[src/rtl/ctrl_pkg.sv]
// ctrl_pkg: opcodes, ALU codes, FSM states, trap causes and legality check for the RV32I controller
package ctrl_pkg;
  localparam logic [6:0] OP_R      = 7'b0110011;
  localparam logic [6:0] OP_IMM    = 7'b0010011;
  localparam logic [6:0] OP_LOAD   = 7'b0000011;
  localparam logic [6:0] OP_STORE  = 7'b0100011;
  localparam logic [6:0] OP_BRANCH = 7'b1100011;
  localparam logic [6:0] OP_JALR   = 7'b1100111;
  localparam logic [6:0] OP_JAL    = 7'b1101111;
  localparam logic [6:0] OP_LUI    = 7'b0110111;
  localparam logic [6:0] OP_AUIPC  = 7'b0010111;
  typedef enum logic [3:0] {
    CC_AND = 4'b0000, CC_OR  = 4'b0001, CC_ADD = 4'b0010, CC_XOR = 4'b0011,
    CC_SLL = 4'b0100, CC_SRL = 4'b0101, CC_SUB = 4'b0110, CC_SRA = 4'b0111,
    CC_LT  = 4'b1000, CC_LTU = 4'b1001, CC_EQ  = 4'b1010, CC_NE  = 4'b1011,
    CC_GE  = 4'b1100, CC_GEU = 4'b1101
  } alu_cc_e;
  typedef enum logic [2:0] {S_FETCH, S_DECODE, S_EXEC, S_MEM, S_TRAP} state_e;
  typedef enum logic [1:0] {CAUSE_NONE, CAUSE_ILLEGAL, CAUSE_DMEM, CAUSE_IMEM} cause_e;
  function automatic logic is_legal(input logic [6:0] op, input logic [2:0] f3, input logic [6:0] f7);
    case (op)
      OP_R:      return f7 == 7'b0 || (f7 == 7'b0100000 && (f3 == 3'b000 || f3 == 3'b101));
      OP_IMM:    return f3 == 3'b001 ? f7 == 7'b0 :
                        f3 == 3'b101 ? (f7 == 7'b0 || f7 == 7'b0100000) : 1'b1;
      OP_LOAD:   return f3 != 3'b011 && f3 != 3'b110 && f3 != 3'b111;
      OP_STORE:  return f3 <= 3'b010;
      OP_BRANCH: return f3 != 3'b010 && f3 != 3'b011;
      OP_JALR:   return f3 == 3'b000;
      OP_JAL, OP_LUI, OP_AUIPC: return 1'b1;
      default:   return 1'b0;
    endcase
  endfunction
endpackage

[src/rtl/alu_decoder.sv]
// alu_decoder: maps opcode/funct3/funct7[5] to the ALU operation code
module alu_decoder
  import ctrl_pkg::*;
(
  input  logic [6:0] opcode,
  input  logic [2:0] funct3,
  input  logic       funct7_5,
  output alu_cc_e    alu_cc
);
  logic arith, alt;
  assign arith = opcode == OP_R || opcode == OP_IMM;
  // immediates reuse funct7 bits as data, so only SRAI honours bit 5
  assign alt = funct7_5 && (opcode == OP_R || funct3 == 3'b101);
  always_comb begin
    alu_cc = CC_ADD;
    if (arith)
      case (funct3)
        3'b000:  alu_cc = alt ? CC_SUB : CC_ADD;
        3'b001:  alu_cc = CC_SLL;
        3'b010:  alu_cc = CC_LT;
        3'b011:  alu_cc = CC_LTU;
        3'b100:  alu_cc = CC_XOR;
        3'b101:  alu_cc = alt ? CC_SRA : CC_SRL;
        3'b110:  alu_cc = CC_OR;
        default: alu_cc = CC_AND;
      endcase
    else if (opcode == OP_BRANCH)
      case (funct3)
        3'b001:  alu_cc = CC_NE;
        3'b100:  alu_cc = CC_LT;
        3'b101:  alu_cc = CC_GE;
        3'b110:  alu_cc = CC_LTU;
        3'b111:  alu_cc = CC_GEU;
        default: alu_cc = CC_EQ;
      endcase
  end
endmodule

[src/rtl/multicycle_controller.sv]
// multicycle_controller: fetch/decode/exec/mem sequencer for the RV32I datapath with
// ready handshakes, timeouts, sticky trap and retired-instruction counter
module multicycle_controller
  import ctrl_pkg::*;
#(
  parameter int TIMEOUT  = 255,
  parameter int ALU_CC_W = 4
) (
  input  logic                clk,
  input  logic                reset,
  input  logic [6:0]          opcode,
  input  logic [2:0]          Funct3,
  input  logic [6:0]          Funct7,
  input  logic                imem_ready,
  input  logic                dmem_ready,
  output logic                imem_req,
  output logic                IRWrite,
  output logic                PCWrite,
  output logic                Jal,
  output logic                Jalr,
  output logic                Branch,
  output logic                ALUsrcA,
  output logic                ALUsrcB,
  output logic                RegWrite,
  output logic                MemtoReg,
  output logic                MemRead,
  output logic                MemWrite,
  output logic [1:0]          writeSelect,
  output logic [ALU_CC_W-1:0] ALU_CC,
  output logic                retire,
  output logic [31:0]         instret,
  output logic                trap,
  output logic [1:0]          trap_cause
);
  localparam logic [7:0] TO = 8'(TIMEOUT);
  state_e state;
  cause_e cause;
  alu_cc_e cc;
  logic [7:0] cnt;
  logic in_f, in_d, in_e, in_m, is_load, is_store, is_mem, mem_done;
  alu_decoder u_dec (.opcode(opcode), .funct3(Funct3), .funct7_5(Funct7[5]), .alu_cc(cc));
  // strobes are gated by reset so they drop asynchronously with it
  assign in_f = !reset && state == S_FETCH;
  assign in_d = !reset && state == S_DECODE;
  assign in_e = !reset && state == S_EXEC;
  assign in_m = !reset && state == S_MEM;
  assign is_load  = opcode == OP_LOAD;
  assign is_store = opcode == OP_STORE;
  assign is_mem   = is_load || is_store;
  assign mem_done = in_m && dmem_ready;
  assign imem_req = in_f;
  assign IRWrite  = in_f && imem_ready;
  assign retire   = (in_e && !is_mem) || mem_done;
  assign PCWrite  = retire;
  assign Jal      = in_e && opcode == OP_JAL;
  assign Jalr     = in_e && opcode == OP_JALR;
  assign Branch   = in_e && opcode == OP_BRANCH;
  assign ALUsrcA  = 1'b0;
  assign ALUsrcB  = in_m || (in_e && (opcode == OP_IMM || opcode == OP_JALR || is_mem));
  assign RegWrite = (mem_done && is_load) || (in_e && (opcode == OP_R || opcode == OP_IMM ||
                    opcode == OP_LUI || opcode == OP_AUIPC || opcode == OP_JAL || opcode == OP_JALR));
  assign MemtoReg = mem_done && is_load;
  assign MemRead  = in_m && is_load;
  assign MemWrite = in_m && is_store;
  assign writeSelect = !in_e ? 2'b00 :
                       opcode == OP_LUI ? 2'b10 :
                       opcode == OP_AUIPC ? 2'b11 :
                       (opcode == OP_JAL || opcode == OP_JALR) ? 2'b01 : 2'b00;
  assign ALU_CC = (in_e || in_m) ? ALU_CC_W'(cc) : '0;
  assign trap = state == S_TRAP;
  assign trap_cause = cause;
  always_ff @(posedge clk or posedge reset)
    if (reset) begin
      state   <= S_FETCH;
      cause   <= CAUSE_NONE;
      cnt     <= '0;
      instret <= '0;
    end else begin
      if (retire) instret <= instret + 32'd1;
      case (state)
        S_FETCH:
          if (imem_ready) state <= S_DECODE;
          else if (cnt == TO) begin
            state <= S_TRAP;
            cause <= CAUSE_IMEM;
          end else cnt <= cnt + 8'd1;
        S_DECODE: begin
          cnt <= '0;
          if (in_d && is_legal(opcode, Funct3, Funct7)) state <= S_EXEC;
          else begin
            state <= S_TRAP;
            cause <= CAUSE_ILLEGAL;
          end
        end
        S_EXEC: begin
          cnt   <= '0;
          state <= is_mem ? S_MEM : S_FETCH;
        end
        S_MEM:
          if (dmem_ready) begin
            state <= S_FETCH;
            cnt   <= '0;
          end else if (cnt == TO) begin
            state <= S_TRAP;
            cause <= CAUSE_DMEM;
          end else cnt <= cnt + 8'd1;
        default: ;
      endcase
    end
endmodule
[config.mk]
export PLATFORM = sky130hd
export DESIGN_NAME = multicycle_controller
export DESIGN_NICKNAME = d
export VERILOG_FILES = /design/src/rtl/ctrl_pkg.sv /design/src/rtl/alu_decoder.sv /design/src/rtl/multicycle_controller.sv
export SDC_FILE = /design/constraint.sdc
export NUM_CORES = 1
export LEC_CHECK = 0
export CAP_MARGIN = 20
export CELL_PAD_IN_SITES_DETAIL_PLACEMENT = 1
export CELL_PAD_IN_SITES_GLOBAL_PLACEMENT = 2
export CORE_ASPECT_RATIO = 1.5
export CORE_MARGIN = 8
export CORE_UTILIZATION = 31
export DETAILED_ROUTE_END_ITERATION = 6
export GPL_TIMING_DRIVEN = 0
export PLACE_DENSITY_LB_ADDON = 0.1
export SETUP_SLACK_MARGIN = 0.5
export SYNTH_ARGS = -nofsm -noshare
export SYNTH_HDL_FRONTEND = slang
export SYNTH_SLANG_ARGS = --single-unit
[constraint.sdc]
create_clock -name clk -period 3.44 [get_ports clk]
set_input_delay 0.516 -clock clk [delete_from_list [all_inputs] [get_ports clk]]
set_output_delay 0.516 -clock clk [all_outputs]
set_load 0.02 [all_outputs]
==> results.json <==
{
  "hold_path_class": "reg2reg",
  "cts_buffers": 5,
  "final_core_util_pct": 44.18,
  "slew_headroom_pct": 40.96,
  "grt_pass1_wl_microns": 13600,
  "hold_start": "instret[31]",
  "track_usage_pct": 14.03,
  "ys_seq_area_share_pct": 41.67,
  "clockBufferDepth": 2,
  "cp-end-kind": "output pin",
  "multi_input_area_sq_mm": 0.001519,
  "synth_edf_count": 0,
  "status": "completed",
  "place.gp.congestion": 0.7274,
  "tns_ns": 0,
  "setup.worst_path.start": "opcode[1]",
  "cp_max_fo": 5,
  "antenna_cells": 0,
  "die_w_microns": 92.24,
  "rows": 41,
  "start_util_pct": 31.93,
  "critPathKind": "in2out",
  "worst-endpoint-required_ns": 2.92,
  "regArea_sq_mm": 0.001126,
  "postCtsHoldBufs": 0,
  "layout_common_cells": "clkdlybuf4s50_1, dfrtp_1, nor2_1, nand2_1, xor2_1",
  "ant_nets": 0,
  "num-fill-cells": 980,
  "synth.avg_cell_area_sq_um": 9.417,
  "start_kind": "primary input",
  "synth_area_leaders": "dfrtp_1, xor2_1, xnor2_1, nor2_1, nand2_1",
  "boundaryPins": 75,
  "cts.htree.levels": 2,
  "powerDensity_mw_per_mm2": 286.0,
  "r2r_start": "state[1]",
  "design.core.area_sq_mm": 0.008464,
  "syn_to_final_growth_pct": 38.38,
  "wl_per_cell_microns": 16.81,
  "cts_tree": "done",
  "drt_iter0_markers": 32,
  "path_clk_slew_ns": 0.06,
  "synth-main-ff-cell": "dfrtp_1",
  "max_slew.worst_pin.slew_ns": 0.8788,
  "io_buffers": 70,
  "reg2reg_depth": 6,
  "report.final.slew_viol_count": 0,
  "final.setup.worst_slack_ns": 0.5563,
  "synthesis.nets": 310,
  "power.leakage_uw": 0.001688,
  "grt_pass1_vias": 2699,
  "clockRootBuffer": "clkbuf_16",
  "hold_depth": 1,
  "syn_inst": 287,
  "final_cells": 476,
  "fin_crit_ns": 2.884,
  "detail_route.first_pass.iterations": 4,
  "viasPerCell": 5.149,
  "yosys.area.top_type": "dfrtp_1",
  "grt_max_degree": 37,
  "place_area_sq_mm": 0.003563,
  "synth_seq_cells": 45,
  "finClkSkew_ns": 0.003239,
  "totalWireLength_microns": 8002,
  "die_h_microns": 130.4,
  "min_period_over_period_pct": 83.83,
  "dp.final_hpwl_microns": 6184,
  "synthArstFlopShare_pct": 100.0,
  "ff2ff_setup_slack_ns": 1.31,
  "fmax_mhz": 346.8,
  "peakVddDrop_mv": 0.2625,
  "setup_violations": 0,
  "synthesis.area_sq_mm": 0.002703,
  "synth_top_cell_area_share_pct": 41.67,
  "r2r-end": "trap_cause[0]",
  "antenna_found_initial": 0,
  "vias": 2451,
  "maxCapViolations": 0,
  "drc_errors": 0,
  "nets": 393,
  "clock_latency_ns": 0.28,
  "layout_commonest_cell": "clkdlybuf4s50_1",
  "cp.arrival_ns": 2.37,
  "finalHoldViolCount": 0,
  "pre_cts_slack_ns": 0.03701,
  "dp_cells": 465,
  "grt_overflow": 0,
  "finish.instance_area_sq_mm": 0.003740,
  "die_area_sq_mm": 0.01202,
  "hold_end": "instret[31]",
  "rsz0062_at_grt": "true",
  "drive_gt1_share_pct": 13.01,
  "cts.sinks": 45,
  "yosysWarningCount": 0,
  "synth_cell_type_count": 54
}
## worst max-delay path by stage
| stage | end | slack, ns | cells after the start |
|---|---|---|---|
| after global placement | ALU_CC[0] | 0.03 | 7 |
| final | writeSelect[1] | 0.56 | 5 |
| after detailed placement | RegWrite | 0.04 | 7 |
| after floorplan | RegWrite | 0.75 | 5 |
| after global routing | RegWrite | 0.49 | 7 |
| after CTS | RegWrite | 0.43 | 7 |
## logic make-up (layout without fill, tap and decap cells)
| group | count (synthesis) | count (layout) | share of synthesized area [%] |
|---|---|---|---|
| mux | 3 | 3 | 1.204 |
| flops | 45 | 45 | 41.67 |
| compound gates | 40 | 40 | 11.30 |
| buf+inv | 21 | 103 | 3.426 |
| xor+xnor | 37 | 37 | 11.99 |
| other cells | 1 | 1 | 0.1388 |
| fa+ha+maj | 2 | 2 | 0.9258 |
| simple gates | 138 | 138 | 29.35 |
## report_power, final
| part | internal [uW] | switching (uW) |
|---|---|---|
| logic | 36.7 | 47.7 |
| registers | 532 | 2.97 |
| clock network | 260 | 191 |
| total | 828 | 241 |
## state kept, by name, summed over array words and instances (netlist names)
| register | cells |
|---|---|
| state | 3 |
| instret | 32 |
| cnt | 8 |
| trap_cause | 2 |
## synth_stat cells (3+ instances only)
cell type / instances
nor2_1: 30
and3_1: 7
and4_1: 4
a31oi_1: 4
xnor2_1: 15
nor3_1: 10
a21oi_1: 10
xor2_1: 22
or2_2: 3
nand2_1: 23
nand2b_1: 7
nand4_1: 8
a211oi_1: 5
nand3_1: 14
dfrtp_1: 45
nor4_1: 6
buf_4: 3
o21ai_0: 5
and2_1: 8
clkbuf_1: 6
inv_1: 10
## layer usage
| metal | wire, microns | track usage, % | up-vias | part of all wire (%) |
|---|---|---|---|---|
| li1 | - | - | 1180 | - |
| met1 | 3284 | 15.47 | 1215 | 41 |
| met2 | 4328 | 25.76 | 51 | 54 |
| met3 | 321 | 3.333 | 5 | 4.0 |
| met4 | 68 | 4.381 | 0 | 0.85 |
| met5 | 0 | 0 | - | 0 |
## area by class of cell
type | count | area share [%]
Multi-Input combinational cell | 221 | 40.62
Sequential cell | 45 | 30.11
Timing Repair Buffer | 76 | 19.74
Tap cell | 107 | 3.580
Clock buffer | 5 | 3.346
Buffer | 11 | 1.472
Inverter | 10 | 1.004
Clock inverter | 1 | 0.1338
## per-stage QoR
step / power [uW] / hold slack [ns]
after floorplan: 583.6 / 0.4760
after CTS: 1093 / 0.4770
after global placement: 624.2 / 0.4569
final: 1070 / 0.4733
after global routing: 1117 / 0.4977
after detailed placement: 628.1 / 0.4646
## worst max-delay path: stages
cell and delay [ns]:
clkdlybuf4s50_1 0.55, nand3_1 0.23, nor3_4 0.30, and2_1 0.17
clkdlybuf4s50_1 0.60
## timing repair
item	CTS	global route
hold endpoints to repair	0	0
cloned	0	0
resized for setup	21	11
setup buffers	2	3
pin swaps	3	2
setup endpoints to repair	16	9
Note: power is estimated with default switching activity, not from simulation.
